<file path="config.mk">
export PLATFORM = sky130hd
export DESIGN_NAME = gsu_mult_unit
export DESIGN_NICKNAME = d
export VERILOG_FILES = /design/src/rtl/gsu_mult_pkg.sv /design/src/rtl/gsu_mult_step.sv /design/src/rtl/gsu_mult_unit.sv
export SDC_FILE = /design/constraint.sdc
export NUM_CORES = 1
export LEC_CHECK = 0
export BUFFER_PORTS_ARGS = -buffer_cell sky130_fd_sc_hd__buf_2
export CAP_MARGIN = 10
export CORE_ASPECT_RATIO = 0.5
export CORE_UTILIZATION = 55
export DETAILED_ROUTE_END_ITERATION = 7
export PLACE_DENSITY = 0.78
export REMOVE_ABC_BUFFERS = 1
export SYNTH_ARGS = -nofsm -noshare
export SYNTH_HDL_FRONTEND = slang
export SYNTH_SLANG_ARGS = --single-unit
export TNS_END_PERCENT = 20
</file>
<file path="constraint.sdc">
create_clock -name clk_21mhz -period 8.5 [get_ports clk_21mhz]
set_clock_uncertainty 0.15 [all_clocks]
set_input_delay 0 -clock clk_21mhz [delete_from_list [all_inputs] [get_ports clk_21mhz]]
set_output_delay 0 -clock clk_21mhz [all_outputs]
set_load 0.01 [all_outputs]
</file>
<file path="src/rtl/gsu_mult_pkg.sv">
`default_nettype none
// ============================================================================
//  Module      : gsu_mult_pkg
//  Description : Shared definitions for the GSU multi-cycle multiplier:
//                FSM state encoding, result-word select constants and the
//                legal step-width check.
//  Revision    : 1.0 - initial release
// ============================================================================
package gsu_mult_pkg;

  // Multiplier control states
  typedef enum logic [1:0] {
    IDLE   = 2'd0,
    RUN    = 2'd1,
    FINISH = 2'd2
  } mult_state_e;

  // Result word select: low half (integer) or high half (fractional)
  localparam logic RES_LO = 1'b0;
  localparam logic RES_HI = 1'b1;

  // A step width is usable when it is a supported radix and tiles the operand
  function automatic bit bpc_is_legal(input int width, input int bpc);
    return ((bpc == 1) || (bpc == 2) || (bpc == 4) || (bpc == 8)) &&
           (width > 0) && ((width % bpc) == 0);
  endfunction

endpackage
`default_nettype wire

</file>
<file path="src/rtl/gsu_mult_step.sv">
`default_nettype none
// ============================================================================
//  Module      : gsu_mult_step
//  Description : One radix-2^BPC multiply step. Adds the magnitude times one
//                multiplier digit, weighted by its bit position, into the
//                double-width accumulator. Purely combinational.
//  Revision    : 1.0 - initial release
// ============================================================================
module gsu_mult_step #(
  parameter int WIDTH = 16,
  parameter int BPC   = 4,
  parameter int SH_W  = 5
) (
  input  logic [WIDTH-1:0]   i_mag_a,
  input  logic [BPC-1:0]     i_digit,
  input  logic [2*WIDTH-1:0] i_acc,
  input  logic [SH_W-1:0]    i_shift,
  output logic [2*WIDTH-1:0] o_acc
);

  logic [2*WIDTH-1:0] w_partial;

  // Partial product of one digit, positioned and accumulated; never overflows
  always_comb begin
    w_partial = {{WIDTH{1'b0}}, i_mag_a} * {{(2*WIDTH-BPC){1'b0}}, i_digit};
    o_acc     = i_acc + (w_partial << i_shift);
  end

endmodule
`default_nettype wire

</file>
<file path="src/rtl/gsu_mult_unit.sv">
`default_nettype none
// ============================================================================
//  Module      : gsu_mult_unit
//  Description : Parametrised multi-cycle multiplier for the GSU datapath.
//                Signed/unsigned, integer/fractional result select, optional
//                half-rate stepping, ALU-style flags on the result word.
//  Revision    : 1.0 - initial release
// ============================================================================
module gsu_mult_unit
  import gsu_mult_pkg::*;
#(
  parameter int WIDTH = 16,
  parameter int BPC   = 4
) (
  input  logic               clk_21mhz,
  input  logic               reset,
  input  logic               start,
  input  logic               signed_op,
  input  logic               frac,
  input  logic               slow,
  input  logic [WIDTH-1:0]   a,
  input  logic [WIDTH-1:0]   b,
  output logic               busy,
  output logic               done,
  output logic [2*WIDTH-1:0] p,
  output logic [WIDTH-1:0]   z,
  output logic               zero,
  output logic               sgn,
  output logic               cy
);

  localparam int N      = WIDTH / BPC;
  localparam int STEP_W = (N > 1) ? $clog2(N) : 1;
  localparam int SH_W   = $clog2(2 * WIDTH);
  localparam logic [STEP_W-1:0] LAST_STEP = STEP_W'(N - 1);

  generate
    if (!bpc_is_legal(WIDTH, BPC)) begin : g_bpc_illegal
      $error("gsu_mult_unit: BPC must be 1, 2, 4 or 8 and divide WIDTH");
    end
  endgenerate

  mult_state_e        r_state;
  logic [WIDTH-1:0]   r_mag_a;
  logic [WIDTH-1:0]   r_mplr;
  logic [2*WIDTH-1:0] r_acc;
  logic [STEP_W-1:0]  r_step;
  logic               r_neg;
  logic               r_frac;
  logic               r_slow;
  logic               r_phase;
  logic [2*WIDTH-1:0] r_p;
  logic [WIDTH-1:0]   r_z;
  logic               r_zero;
  logic               r_sgn;
  logic               r_cy;

  logic [WIDTH-1:0]   w_mag_a;
  logic [WIDTH-1:0]   w_mag_b;
  logic               w_neg;
  logic               w_accept;
  logic               w_step_en;
  logic               w_last;
  logic [SH_W-1:0]    w_shift;
  logic [2*WIDTH-1:0] w_next;
  logic [2*WIDTH-1:0] w_prod;
  logic [WIDTH-1:0]   w_z;

  gsu_mult_step #(
    .WIDTH (WIDTH),
    .BPC   (BPC),
    .SH_W  (SH_W)
  ) u_step (
    .i_mag_a (r_mag_a),
    .i_digit (r_mplr[BPC-1:0]),
    .i_acc   (r_acc),
    .i_shift (w_shift),
    .o_acc   (w_next)
  );

  // Operand conditioning, step qualification and final sign/word selection
  always_comb begin
    w_mag_a   = (signed_op && a[WIDTH-1]) ? (~a + 1'b1) : a;
    w_mag_b   = (signed_op && b[WIDTH-1]) ? (~b + 1'b1) : b;
    w_neg     = signed_op & (a[WIDTH-1] ^ b[WIDTH-1]);
    // FINISH accepts too, which gives back-to-back issue
    w_accept  = start && (r_state != RUN);
    // In slow mode the first RUN cycle is a wait cycle, steps on odd phases
    w_step_en = (r_state == RUN) && (!r_slow || r_phase);
    w_last    = (r_step == LAST_STEP);
    w_shift   = SH_W'(r_step) * SH_W'(BPC);
    // The final step's sum is the full magnitude; result registers load it
    // on the same edge so p and flags are valid while done is high
    w_prod    = r_neg ? (~w_next + 1'b1) : w_next;
    w_z       = (r_frac == RES_HI) ? w_prod[2*WIDTH-1:WIDTH] : w_prod[WIDTH-1:0];
  end

  // Control FSM, operand/accumulator registers and held result/flag registers
  always_ff @(posedge clk_21mhz) begin
    if (reset) begin
      r_state <= IDLE;
      r_mag_a <= '0;
      r_mplr  <= '0;
      r_acc   <= '0;
      r_step  <= '0;
      r_neg   <= 1'b0;
      r_frac  <= RES_LO;
      r_slow  <= 1'b0;
      r_phase <= 1'b0;
      r_p     <= '0;
      r_z     <= '0;
      r_zero  <= 1'b0;
      r_sgn   <= 1'b0;
      r_cy    <= 1'b0;
    end else begin
      unique case (r_state)
        IDLE: begin
          r_state <= IDLE;
        end
        RUN: begin
          r_phase <= ~r_phase;
          if (w_step_en) begin
            r_acc  <= w_next;
            r_mplr <= r_mplr >> BPC;
            r_step <= r_step + 1'b1;
            if (w_last) begin
              r_p     <= w_prod;
              r_z     <= w_z;
              r_zero  <= (w_z == '0);
              r_sgn   <= w_z[WIDTH-1];
              r_cy    <= (r_frac == RES_HI) ? w_prod[WIDTH-1] : 1'b0;
              r_state <= FINISH;
            end
          end
        end
        FINISH: begin
          r_state <= IDLE;
        end
        default: begin
          r_state <= IDLE;
        end
      endcase
      // Accept overrides the IDLE/FINISH successor chosen above
      if (w_accept) begin
        r_mag_a <= w_mag_a;
        r_mplr  <= w_mag_b;
        r_neg   <= w_neg;
        r_frac  <= frac;
        r_slow  <= slow;
        r_acc   <= '0;
        r_step  <= '0;
        r_phase <= 1'b0;
        r_state <= RUN;
      end
    end
  end

  assign busy = (r_state == RUN);
  assign done = (r_state == FINISH);
  assign p    = r_p;
  assign z    = r_z;
  assign zero = r_zero;
  assign sgn  = r_sgn;
  assign cy   = r_cy;

endmodule
`default_nettype wire

</file>
==> impl_metrics.yaml <==
worst_setup_path:
  crit_required_ns: 8.72
  cpMaxStageDelayCell: "fa_1"
  worstReg2RegEnd: "zero"
  critPathLaunch: "r_mplr[1]"
  reg2reg_depth: 33
  crit_type: "flop to flop"
  timing.rr.start: "r_mplr[1]"
  arrival_ns: 8.38
  critPathMaxStageDelay_ns: 0.54
  start_kind: "flop"
  worstSetupEndpointType: "flop"
  critical_path.max_fanout: 8
  worst-r2r-setup-slack_ns: 0.34
run:
  drv_cap: 0
yosys:
  synthTopCellsByCount: "nand2_1 (179), nor2_1 (136), dfxtp_1 (122)"
  synth_area_per_cell_um2: 7.634
  synth-main-ff-cell: "dfxtp_1"
  ys_ff_latch: 122
  yosysWarnings: 0
  async_reset_ff_frac: 0
  syn_inst: 1322
  synth_edf_count: 0
  synth_most_common_cell: "nand2_1"
  synthTopCellsByArea: "dfxtp_1 (24%), ha_1 (7.4%), nand2_1 (6.7%)"
  synth_top_area_frac: 0.2420
  ys_seq_area_frac: 0.2420
  synth_top_cell_by_area: "dfxtp_1"
  synth_cell_types: 81
  netlist_area_um2: 10090
power_and_ir_drop:
  combPwrFrac: 0.264
  intPower_mw: 1.225
  netSwitchingFraction: 0.3265
  p_clk_frac: 0.399
  power_frac_seq: 0.337
  p_per_area_nw_per_um2: 151.5
  ir_drop_v: 0.0001178
  leakage_nw: 5.090
  p_switching_mw: 0.5940
routing:
  post_drt_wl_per_cell_um: 16.72
  dr.pass1.iters: 5
  route.detailed.drc: 0
  post_drt_via_cell_ratio: 5.913
  wirelength_mm: 28.19
  vias: 9970
  drt_iter0_markers: 784
  ant_nets: 0
sta:
  fin_setup_tns_ns: 0
  period_share: 0.9597
  worst_pin_slew_ns: 1.085
  min_period_ns: 8.157
  max_freq_ghz: 0.1226
  hold_viol: 0
  fin_ws_ns: 0.3430
  slew_viol_final: 0
  setup_viol_count_final: 0
  relSlewSlack: 0.2755
layout:
  final_layout_size_suffix_gt1_frac: 0.1391
  area_growth_syn_to_layout_pct: 19.03
  utilization: 0.6804
  final_nets: 1567
  final_design_area_no_fill_um2: 12010
  diodes: 0
global_route:
  grt-ovfl-total: 0
  grt_max_degree: 89
  grt_pass1_vias: 9418
  grt_pass1_wl_mm: 45.93
  grt_use_total: 0.2957
  antenna_found_initial: 0
outcome:
  outcome: "finished, final reports clean"
clocking:
  h-tree-depth: 4
  cts_tree: "done"
  cts_made_buffers: 17
  clock_latency_ns: 0.43
  clock_path_buffers: 2
  cts-root-buf: "clkbuf_16"
  clkTransAtPathRegs_ns: 0.06
  cts.sink_count: 122
placement:
  dpl_worst_slack_ns: -0.2236
  dpl.hpwl_mm: 20.50
  gp_congestion: 0.9283
  placed_area_um2: 10770
  io_buffers: 90
hold_path:
  min_from: "reset"
  worstHoldEndpoint: "r_mplr[12]"
  holdCritPathClass: "input port to flop"
  hold_depth: 3
die:
  rows: 34
  dieArea_um2: 18930
  io_pins: 91
  start_util: 0.5717
  die_y_um: 97.79
  die_w_um: 193.6
  core-area_um2: 17650
## how the worst max path moves through the flow
stage	to	depth (start not counted)
final	zero	33
after global routing	zero	34
after CTS	zero	33
after detailed placement	zero	33
after global placement	zero	33
after floorplan	zero	32
## sequential cells by signal, summed over array words and instances, names as in the netlist, 2 cells and up
signal,flops
r_step,2
p,32
z,16
r_mag_a,16
r_state,2
r_acc,32
r_mplr,16
## layout by cell type, fill, tap and decap left out, drive strengths merged, types with 21 or more instances in the layout
master and instances:
o21ai 47, a211oi 52, a21oi 121, dfxtp 122
inv 73, ha 60, nor2 137, xor2 45
and2 66, fa 29, nand2 179, dlygate4sd3 51
buf 121, xnor2 50, clkbuf 21
## power by group through the flow
stage / Combinational, mW / Sequential, mW / Clock, mW
CTS: 0.459 / 0.612 / 0.730
global placement: 0.423 / 0.623 / 0
finish: 0.481 / 0.613 / 0.726
global route: 0.520 / 0.615 / 0.760
floorplan: 0.298 / 0.620 / 0
detailed placement: 0.433 / 0.624 / 0
## layout make-up
type / count / area [um^2]
multi-input cells: 1055 / 7229
fillers: 1434 / 5642
flip-flops and latches: 122 / 2447
repair buffers: 172 / 1194
clock buffers: 21 / 460.4
well taps: 234 / 292.8
inverters: 72 / 270.3
clock inverters: 10 / 118.9
## worst max-delay path: cells and delay by family (launching register included)
| kind | cells | cell delay [ns] |
|---|---|---|
| AO/OA/AOI/OAI | 17 | 3.12 |
| XOR/XNOR | 3 | 0.81 |
| adder cells (fa/ha/maj) | 4 | 1.88 |
| buffers and inverters | 3 | 0.44 |
| flip-flops | 1 | 0.46 |
| multiplexers | 1 | 0.33 |
| AND/OR/NAND/NOR | 5 | 0.93 |
## per-layer routing
layer	GRT usage	wire (um)
met1	0.4107	13290
met5	0	0
met4	0.09538	503
met2	0.4757	12430
met3	0.04214	1970
## cells by family after synthesis
logic type	count (synthesis)	synth area share
buffers and inverters	145	0.05567
muxes	25	0.02591
AOI/OAI and AO/OA	346	0.2261
adders and majority gates	89	0.1319
xor gates and xnor gates	95	0.08319
DFF	122	0.2420
and+or+nand+nor	500	0.2352
## stage by stage
stage | instances | hold WS [ns] | total power [mW]
after floorplan | 1249 | -0.08093 | 0.9179
after global placement | 1603 | 0.09044 | 1.046
after detailed placement | 1603 | 0.1010 | 1.057
after CTS | 1685 | 0.09725 | 1.801
after global routing | 1686 | 0.1638 | 1.894
final | 1686 | 0.09146 | 1.819
## timing repair
action,4_1_cts,5_1_grt
resized for setup,2,26
hold buffers,51,0
hold endpoints to repair,36,0
buffers inserted,0,1
endpoints found under the setup margin,9,22
pin swaps,0,6
Power figures use the tool's default switching activity.
